File: src/rtl/butterfly_pipe_if.sv
// butterfly_pipe_if: valid/ready handshake and complex operand/result bus of the butterfly
interface butterfly_pipe_if #(
  parameter int DW = 16,
  parameter int TW = 16
);
  logic in_valid, in_ready, inverse, out_valid, out_ready;
  logic signed [DW-1:0] a_re, a_im, b_re, b_im;
  logic signed [DW-1:0] x_re, x_im, y_re, y_im;
  logic signed [TW-1:0] tw_re, tw_im;
  modport master (
    output in_valid, a_re, a_im, b_re, b_im, tw_re, tw_im, inverse, out_ready,
    input  in_ready, out_valid, x_re, x_im, y_re, y_im
  );
  modport slave (
    input  in_valid, a_re, a_im, b_re, b_im, tw_re, tw_im, inverse, out_ready,
    output in_ready, out_valid, x_re, x_im, y_re, y_im
  );
endinterface

File: src/rtl/butterfly_pipe.sv
// butterfly_pipe: 4-stage radix-2 DIT butterfly X=A+W*B, Y=A-W*B with rounding, optional halving and saturation
module butterfly_pipe #(
  parameter int DW = 16,
  parameter int TW = 16,
  parameter int SCALE = 0
) (
  input  logic clk,
  input  logic rst,
  butterfly_pipe_if.slave bus,
  input  logic ovf_clr,
  output logic ovf
);
  localparam int PW = DW + TW + 1;
  localparam int SW = DW + 2;
  localparam int WW = TW + 1;
  localparam logic signed [PW-1:0] RND = PW'(2 ** (TW - 2));
  localparam logic signed [SW-1:0] ONE = SW'(1);
  localparam logic signed [SW-1:0] MAXV = SW'(2 ** (DW - 1) - 1);
  localparam logic signed [SW-1:0] MINV = -SW'(2 ** (DW - 1));
  logic v1, v2, v3, v4, adv, hit;
  logic signed [DW-1:0] a1_re, a1_im, b1_re, b1_im, a2_re, a2_im, a3_re, a3_im;
  logic signed [TW-1:0] w1_re;
  logic signed [WW-1:0] w1_im;
  logic signed [PW-1:0] m_rr, m_ii, m_ri, m_ir;
  logic signed [SW-1:0] p_re, p_im, s_xr, s_xi, s_yr, s_yi;
  function automatic logic signed [SW-1:0] half(input logic signed [SW-1:0] v);
    return SCALE != 0 ? (v + ONE) >>> 1 : v;
  endfunction
  function automatic logic signed [DW-1:0] sat(input logic signed [SW-1:0] v);
    return v > MAXV ? MAXV[DW-1:0] : v < MINV ? MINV[DW-1:0] : v[DW-1:0];
  endfunction
  function automatic logic oor(input logic signed [SW-1:0] v);
    return v > MAXV || v < MINV;
  endfunction
  assign adv = bus.out_ready | ~v4;
  assign bus.in_ready = adv;
  assign bus.out_valid = v4;
  // final sums A +/- P, halved when scaling, plus the saturation detect for the sample in S3
  always_comb begin
    s_xr = half(SW'(a3_re) + p_re);
    s_xi = half(SW'(a3_im) + p_im);
    s_yr = half(SW'(a3_re) - p_re);
    s_yi = half(SW'(a3_im) - p_im);
    hit = v3 & (oor(s_xr) | oor(s_xi) | oor(s_yr) | oor(s_yi));
  end
  // stage valid bits and output registers; the whole pipe moves only when the output can advance
  always_ff @(posedge clk or posedge rst)
    if (rst) begin
      {v1, v2, v3, v4} <= '0;
      bus.x_re <= '0;
      bus.x_im <= '0;
      bus.y_re <= '0;
      bus.y_im <= '0;
    end else if (adv) begin
      {v1, v2, v3, v4} <= {bus.in_valid, v1, v2, v3};
      if (v3) begin
        bus.x_re <= sat(s_xr);
        bus.x_im <= sat(s_xi);
        bus.y_re <= sat(s_yr);
        bus.y_im <= sat(s_yi);
      end
    end
  // S1..S3 datapath, loaded only behind a valid sample so idle input data leaves no trace
  always_ff @(posedge clk)
    if (adv) begin
      if (bus.in_valid) begin
        a1_re <= bus.a_re;
        a1_im <= bus.a_im;
        b1_re <= bus.b_re;
        b1_im <= bus.b_im;
        w1_re <= bus.tw_re;
        w1_im <= bus.inverse ? -WW'(bus.tw_im) : WW'(bus.tw_im);
      end
      if (v1) begin
        a2_re <= a1_re;
        a2_im <= a1_im;
        m_rr <= PW'(b1_re) * PW'(w1_re);
        m_ii <= PW'(b1_im) * PW'(w1_im);
        m_ri <= PW'(b1_re) * PW'(w1_im);
        m_ir <= PW'(b1_im) * PW'(w1_re);
      end
      if (v2) begin
        a3_re <= a2_re;
        a3_im <= a2_im;
        p_re <= SW'((m_rr - m_ii + RND) >>> (TW - 1));
        p_im <= SW'((m_ri + m_ir + RND) >>> (TW - 1));
      end
    end
  // sticky overflow; a new saturation beats a simultaneous clear
  always_ff @(posedge clk or posedge rst)
    if (rst) ovf <= 1'b0;
    else if (adv & hit) ovf <= 1'b1;
    else if (ovf_clr) ovf <= 1'b0;
endmodule
File: src/flat_wrapper.sv
// flat-port wrapper written by rule: the top's interface ports become plain ports
module butterfly_pipe_flat 
#(
  parameter int DW = 16,
  parameter int TW = 16,
  parameter int SCALE = 0
)
  (clk, rst, ovf_clr, ovf, bus_in_valid, bus_a_re, bus_a_im, bus_b_re, bus_b_im, bus_tw_re, bus_tw_im, bus_inverse, bus_out_ready, bus_in_ready, bus_out_valid, bus_x_re, bus_x_im, bus_y_re, bus_y_im);
  butterfly_pipe_if #(.DW(DW), .TW(TW)) bus_i ();
  input  logic clk;
  input  logic rst;
  input  logic ovf_clr;
  output logic ovf;
  input wire logic [$bits(bus_i.in_valid)-1:0] bus_in_valid;
  input wire logic [$bits(bus_i.a_re)-1:0] bus_a_re;
  input wire logic [$bits(bus_i.a_im)-1:0] bus_a_im;
  input wire logic [$bits(bus_i.b_re)-1:0] bus_b_re;
  input wire logic [$bits(bus_i.b_im)-1:0] bus_b_im;
  input wire logic [$bits(bus_i.tw_re)-1:0] bus_tw_re;
  input wire logic [$bits(bus_i.tw_im)-1:0] bus_tw_im;
  input wire logic [$bits(bus_i.inverse)-1:0] bus_inverse;
  input wire logic [$bits(bus_i.out_ready)-1:0] bus_out_ready;
  output wire logic [$bits(bus_i.in_ready)-1:0] bus_in_ready;
  output wire logic [$bits(bus_i.out_valid)-1:0] bus_out_valid;
  output wire logic [$bits(bus_i.x_re)-1:0] bus_x_re;
  output wire logic [$bits(bus_i.x_im)-1:0] bus_x_im;
  output wire logic [$bits(bus_i.y_re)-1:0] bus_y_re;
  output wire logic [$bits(bus_i.y_im)-1:0] bus_y_im;
  assign bus_i.in_valid = bus_in_valid;
  assign bus_i.a_re = bus_a_re;
  assign bus_i.a_im = bus_a_im;
  assign bus_i.b_re = bus_b_re;
  assign bus_i.b_im = bus_b_im;
  assign bus_i.tw_re = bus_tw_re;
  assign bus_i.tw_im = bus_tw_im;
  assign bus_i.inverse = bus_inverse;
  assign bus_i.out_ready = bus_out_ready;
  assign bus_in_ready = bus_i.in_ready;
  assign bus_out_valid = bus_i.out_valid;
  assign bus_x_re = bus_i.x_re;
  assign bus_x_im = bus_i.x_im;
  assign bus_y_re = bus_i.y_re;
  assign bus_y_im = bus_i.y_im;
  butterfly_pipe #(.DW(DW), .TW(TW), .SCALE(SCALE)) u_core (.clk(clk), .rst(rst), .bus(bus_i), .ovf_clr(ovf_clr), .ovf(ovf));
endmodule
File: config.mk
export PLATFORM = sky130hd
export DESIGN_NAME = butterfly_pipe_flat
export DESIGN_NICKNAME = d
export VERILOG_FILES = /design/src/rtl/butterfly_pipe_if.sv /design/src/rtl/butterfly_pipe.sv /design/src/flat_wrapper.sv
export SDC_FILE = /design/constraint.sdc
export NUM_CORES = 2
export LEC_CHECK = 0
export ABC_AREA = 1
export CAP_MARGIN = 20
export CORE_ASPECT_RATIO = 1.5
export CORE_UTILIZATION = 51
export CTS_BUF_LIST = sky130_fd_sc_hd__clkbuf_8
export DETAILED_ROUTE_END_ITERATION = 12
export HOLD_SLACK_MARGIN = 0.06
export PLACE_DENSITY = 0.68
export SKIP_LAST_GASP = 1
export SYNTH_ARGS = -nofsm -noshare
export SYNTH_HDL_FRONTEND = slang
export SYNTH_SLANG_ARGS = --single-unit
File: constraint.sdc
create_clock -name clk -period 20.9 [get_ports clk]
set_input_delay 3.135 -clock clk [delete_from_list [all_inputs] [get_ports clk]]
set_output_delay 3.135 -clock clk [all_outputs]
set_load 0.005 [all_outputs]
Yosys cells after proc, flatten, opt, wreduce, memory -nomap -nowiden --
Cells that the tools add are included.
Operators by class: reductions and logical operators 9, add/subtract/negate cells 9, $mul 4, bitwise operators 7, order comparisons 8, multiplexer cells 11
Operators with widths (number):
- $mux W16 | 8
- $gt A18 B16 Y1 const B | 4
- $lt A18 B16 Y1 const B | 4
- $add A33 B16 Y33 const B | 2
- $mul A16 B17 Y33 | 2
- $mul A16 B16 Y32 | 2
- $add A16 B18 Y18 | 2
- $sub A16 B18 Y18 | 2
- $add A33 B33 Y33 | 1
- $sub A33 B33 Y33 | 1
- $mux W17 | 1
- $neg A16 Y17 | 1
- $reduce_and A2 Y1 | 4
- $logic_or A1 B1 Y1 | 4
- $or A1 B1 Y1 | 4
- $and A1 B1 Y1 | 2
- $mux W1 | 2
- $reduce_bool A2 Y1 | 1
- $not A1 Y1 | 1
Storage, ports and cells: word-level logic and storage cells 73, bits in registers 398, bits of input ports 102, output and inout bits 67

Longest topological paths before layout --
depth after elaboration 9, gate-level depth with buffers 27

Worst setup path after synthesis --
OpenSTA, ideal clock, no wires.
path kind in2reg, from in bus_out_ready, to reg u_core.v2, setup slack 10214 ps, data required time 20781 ps, buffers on the path 0, cell stages on the path 3, arrival time 10568 ps, setup time 119 ps, path through nor2_1 > nor2_1 > o21bai_1
Between the ends: word-level cells in the longest chain between the ends 1
RTL lines:
- start, declared | line flat_wrapper.sv:22 | input wire logic [$bits(bus_i.out_ready)-1:0] bus_out_ready;
- $or A1 B1 Y1 | line butterfly_pipe.sv:35 | assign adv = bus.out_ready | ~v4;
- end signal, assigned | line butterfly_pipe.sv:55 | {v1, v2, v3, v4} <= {bus.in_valid, v1, v2, v3};
- end, declared | line butterfly_pipe.sv:20 | logic v1, v2, v3, v4, adv, hit;
No other way between the ends. A chain may end at the register's enable or synchronous reset.

Worst setup path in the final report --
from in bus_out_ready, to out bus_in_ready
Between the ends: word-level cells in the longest chain between the ends 1
RTL lines:
- $or A1 B1 Y1 | line butterfly_pipe.sv:35
- end, declared | line flat_wrapper.sv:23 | output wire logic [$bits(bus_i.in_ready)-1:0] bus_in_ready;
No other way between the ends.

==> results.json <==
{
  "netlist_instances": 7441,
  "boundaryPins": 169,
  "worst_clock_skew_ps": 63.1,
  "worst_hold_startpoint": "u_core.a2_im[14]",
  "starting_drc_count_in_detailed_routing": 2892,
  "cts_resized": 0,
  "worst_ep_required_time_ps": 17770,
  "dominantRegCellSynth": "sky130_fd_sc_hd__edfxtp_1",
  "clkLatencyLatePin_ps": 810,
  "crit_path_end_kind": "output pin",
  "cts_tree": "yes",
  "crit_path_buffers_inverters": 3,
  "async_flop_share": 0.174,
  "vias_in_the_first_global_route": 51100,
  "dieHeight_um": 433,
  "run_status": "finished clean",
  "ff_to_ff_start": "u_core.b1_im[15]",
  "number_of_buffers_added_for_setup_after_cts": 0,
  "timing.setup.tns_ps": 0,
  "ys_types": 53,
  "fin_crit_sh": 0.377,
  "hold_slack_ps": 410,
  "cts_made_buffers": 70,
  "via_per_inst": 5.22,
  "ant_nets": 0,
  "final_hold_viol_count": 0,
  "report.final.setup_viol": 0,
  "crit_chain": "clkdlybuf4s50_1, nor2_1, inv_1, clkdlybuf4s50_1",
  "cts_hold_buffers": 0,
  "final.min_clock_period_ps": 7880,
  "max_stage_delay_ps": 500,
  "synth_most_common_cell": "sky130_fd_sc_hd__inv_1",
  "timing.setup.critical_path_class": "in -> out",
  "grt_antenna_before_repair": 2,
  "first_pass_iters": 6,
  "crit_path_max_fanout": 6,
  "transition_time_at_the_pin_with_the_least_slew_margin_ps": 1040,
  "track_usage": 0.273,
  "routed_wire_length_per_instance_um": 17.9,
  "grt_first_pass_wirelength_um": 265000,
  "die_x_um": 290,
  "grt_setup_unrepaired": "no",
  "floorplan.core_area_mm2": 0.123,
  "grt_max_degree": 78,
  "numPortBuffers": 168,
  "layout.filler_cells": 11400,
  "timing.rr.end": "u_core.m_ir[31]",
  "critical_path.startpoint_type": "primary input",
  "yosys_register_bits": 396,
  "clk_root_buffer_cell": "sky130_fd_sc_hd__clkbuf_8",
  "edff_count_synth": 327,
  "detail_route.wirelength_um": 164000,
  "worst_hold_path.endpoint": "u_core.a3_im[14]",
  "synth.cell_area_mm2": 0.0632,
  "layout-drive-gt1-share": 0.0394,
  "number_of_pins_with_negative_max_slew_slack_in_the_final_report": 0,
  "arrival_ps": 4750,
  "synth_top_cells_by_count": "2036 x sky130_fd_sc_hd__inv_1, 1692 x sky130_fd_sc_hd__nand2_1, 1080 x sky130_fd_sc_hd__fa_1",
  "max_cap_violations": 0,
  "slew-limit-headroom": 0.310,
  "clkTransAtPathRegs_ps": 70,
  "syn-num-nets": 9146,
  "synth_top_cell_area_share": 0.342,
  "multi_input_area_mm2": 0.0428,
  "synth_to_layout_area_growth_pct": 7.17,
  "row_count": 157,
  "detailedPlacementHpwl_um": 129000,
  "place.gp.congestion": 0.948,
  "clock_sink_total": 396,
  "worst_hold_path.num_cells": 0,
  "synth_seq_area_share": 0.183,
  "nNetsFinal": 9190,
  "timing.fmax_mhz": 127,
  "htree_levels": 3,
  "critical-path-top-cell-by-count": "sky130_fd_sc_hd__clkdlybuf4s50_1",
  "grt_overflow": 0,
  "route.vias.total": 47600,
  "ys.warnings.count": 0,
  "initial_core_util": 0.516,
  "cp.depth": 4,
  "slack_of_the_worst_reg_to_reg_path_ps": 14060,
  "cts-root-to-sink-buffers": 3,
  "synth.top_cells.by_area": "sky130_fd_sc_hd__fa_1 34%, sky130_fd_sc_hd__edfxtp_1 16%, sky130_fd_sc_hd__inv_1 12%",
  "area.sequential_mm2": 0.0115,
  "fp.dieArea_mm2": 0.125,
  "worst_path_max_delay_cell": "sky130_fd_sc_hd__clkdlybuf4s50_1",
  "drc": 0,
  "syn_area_per_cell_um2": 8.50,
  "netlist.top_cell.by_area": "sky130_fd_sc_hd__fa_1",
  "hold_path_class": "reg -> reg",
  "rr_worst_depth": 20,
  "critPathTopFamily": "buffers and inverters"
}
## flip-flops by register name, summed over array words and instances (netlist names), 16 cells and up
name,cells
u_core.a1_im,16
u_core.a1_re,16
u_core.a2_im,16
u_core.a2_re,16
u_core.a3_im,16
u_core.a3_re,16
u_core.b1_im,16
u_core.b1_re,16
u_core.bus.x_im,16
u_core.bus.x_re,16
u_core.bus.y_im,16
u_core.bus.y_re,16
u_core.m_ii,33
u_core.m_ir,32
u_core.m_ri,33
u_core.m_rr,32
u_core.p_im,18
u_core.p_re,18
u_core.w1_im,17
u_core.w1_re,16
## layout make-up
type	instances	share of cell area
timing repair buffer	240	0.0328
antenna	2	0.0000738
tap	1590	0.0294
sequential	396	0.170
clock buffer	81	0.0164
clock inverter	45	0.00537
inverter	2050	0.114
multi-input combinational	4727	0.632
## layout by cell type (no fill, tap or decap), types with 5 or more instances in the layout
cell type / count
sky130_fd_sc_hd__inv_1: 2046
sky130_fd_sc_hd__nand3_1: 134
sky130_fd_sc_hd__nand4_1: 42
sky130_fd_sc_hd__fa_1: 1080
sky130_fd_sc_hd__o21bai_1: 28
sky130_fd_sc_hd__a31oi_1: 21
sky130_fd_sc_hd__nand3b_1: 5
sky130_fd_sc_hd__a211oi_1: 8
sky130_fd_sc_hd__nor4_1: 8
sky130_fd_sc_hd__clkbuf_8: 81
sky130_fd_sc_hd__a21o_1: 18
sky130_fd_sc_hd__a21oi_1: 280
sky130_fd_sc_hd__or2_2: 19
sky130_fd_sc_hd__nor3_1: 42
sky130_fd_sc_hd__clkinv_2: 10
sky130_fd_sc_hd__o211ai_1: 16
sky130_fd_sc_hd__dfrtp_1: 69
sky130_fd_sc_hd__nor2_2: 9
sky130_fd_sc_hd__bufinv_16: 5
sky130_fd_sc_hd__ha_1: 523
sky130_fd_sc_hd__o21ai_0: 146
sky130_fd_sc_hd__inv_2: 15
sky130_fd_sc_hd__nor2_4: 6
sky130_fd_sc_hd__xnor2_1: 75
sky130_fd_sc_hd__edfxtp_1: 327
sky130_fd_sc_hd__clkdlybuf4s50_1: 168
sky130_fd_sc_hd__xor2_1: 150
sky130_fd_sc_hd__clkinv_1: 8
sky130_fd_sc_hd__nand2_2: 27
sky130_fd_sc_hd__buf_4: 72
sky130_fd_sc_hd__nor2_1: 318
sky130_fd_sc_hd__a21oi_2: 31
sky130_fd_sc_hd__o21a_1: 8
sky130_fd_sc_hd__nand2_1: 1692
sky130_fd_sc_hd__a221oi_1: 8
## through the flow
| step | worst slack, ps | cell area, um^2 | util | instances |
|---|---|---|---|---|
| after floorplan | 10210 | 63200 | - | 7441 |
| after global placement | 13030 | 66300 | 0.541 | 9003 |
| after detailed placement | 13010 | 66300 | 0.541 | 9003 |
| after CTS | 13010 | 67800 | 0.553 | 9129 |
| after global routing | 12910 | 67800 | 0.553 | 9131 |
| final | 13020 | 67800 | 0.553 | 9131 |
## how the worst max path moves through the flow
| stage | start | end |
|---|---|---|
| CTS | bus_out_ready | bus_in_ready |
| floorplan | bus_out_ready | u_core.v2 |
| detailed placement | bus_out_ready | bus_in_ready |
| global route | bus_out_ready | bus_in_ready |
| global placement | bus_out_ready | bus_in_ready |
| finish | bus_out_ready | bus_in_ready |
## logic make-up (layout without fill, tap and decap cells)
family	after synthesis	after routing	share of synthesized area
DFF	396	396	0.183
buffers and inverters	2318	2416	0.140
xor gates and xnor gates	225	225	0.0312
other	0	2	0
adders and majority gates	1603	1603	0.445
and+or+nand+nor	2311	2311	0.146
AOI/OAI and AO/OA	588	588	0.0541
## layer usage
layer / track usage / vias to the layer above / wire length, um
met5: 0 / - / 12
met4: 0.158 / 2 / 10400
met3: 0.0329 / 405 / 9020
met2: 0.479 / 1580 / 82900
met1: 0.319 / 23600 / 61200
li1: - / 22000 / -
Power is not shown: default switching activity piles up to over one toggle a cycle in this logic, so the estimate is an artifact.
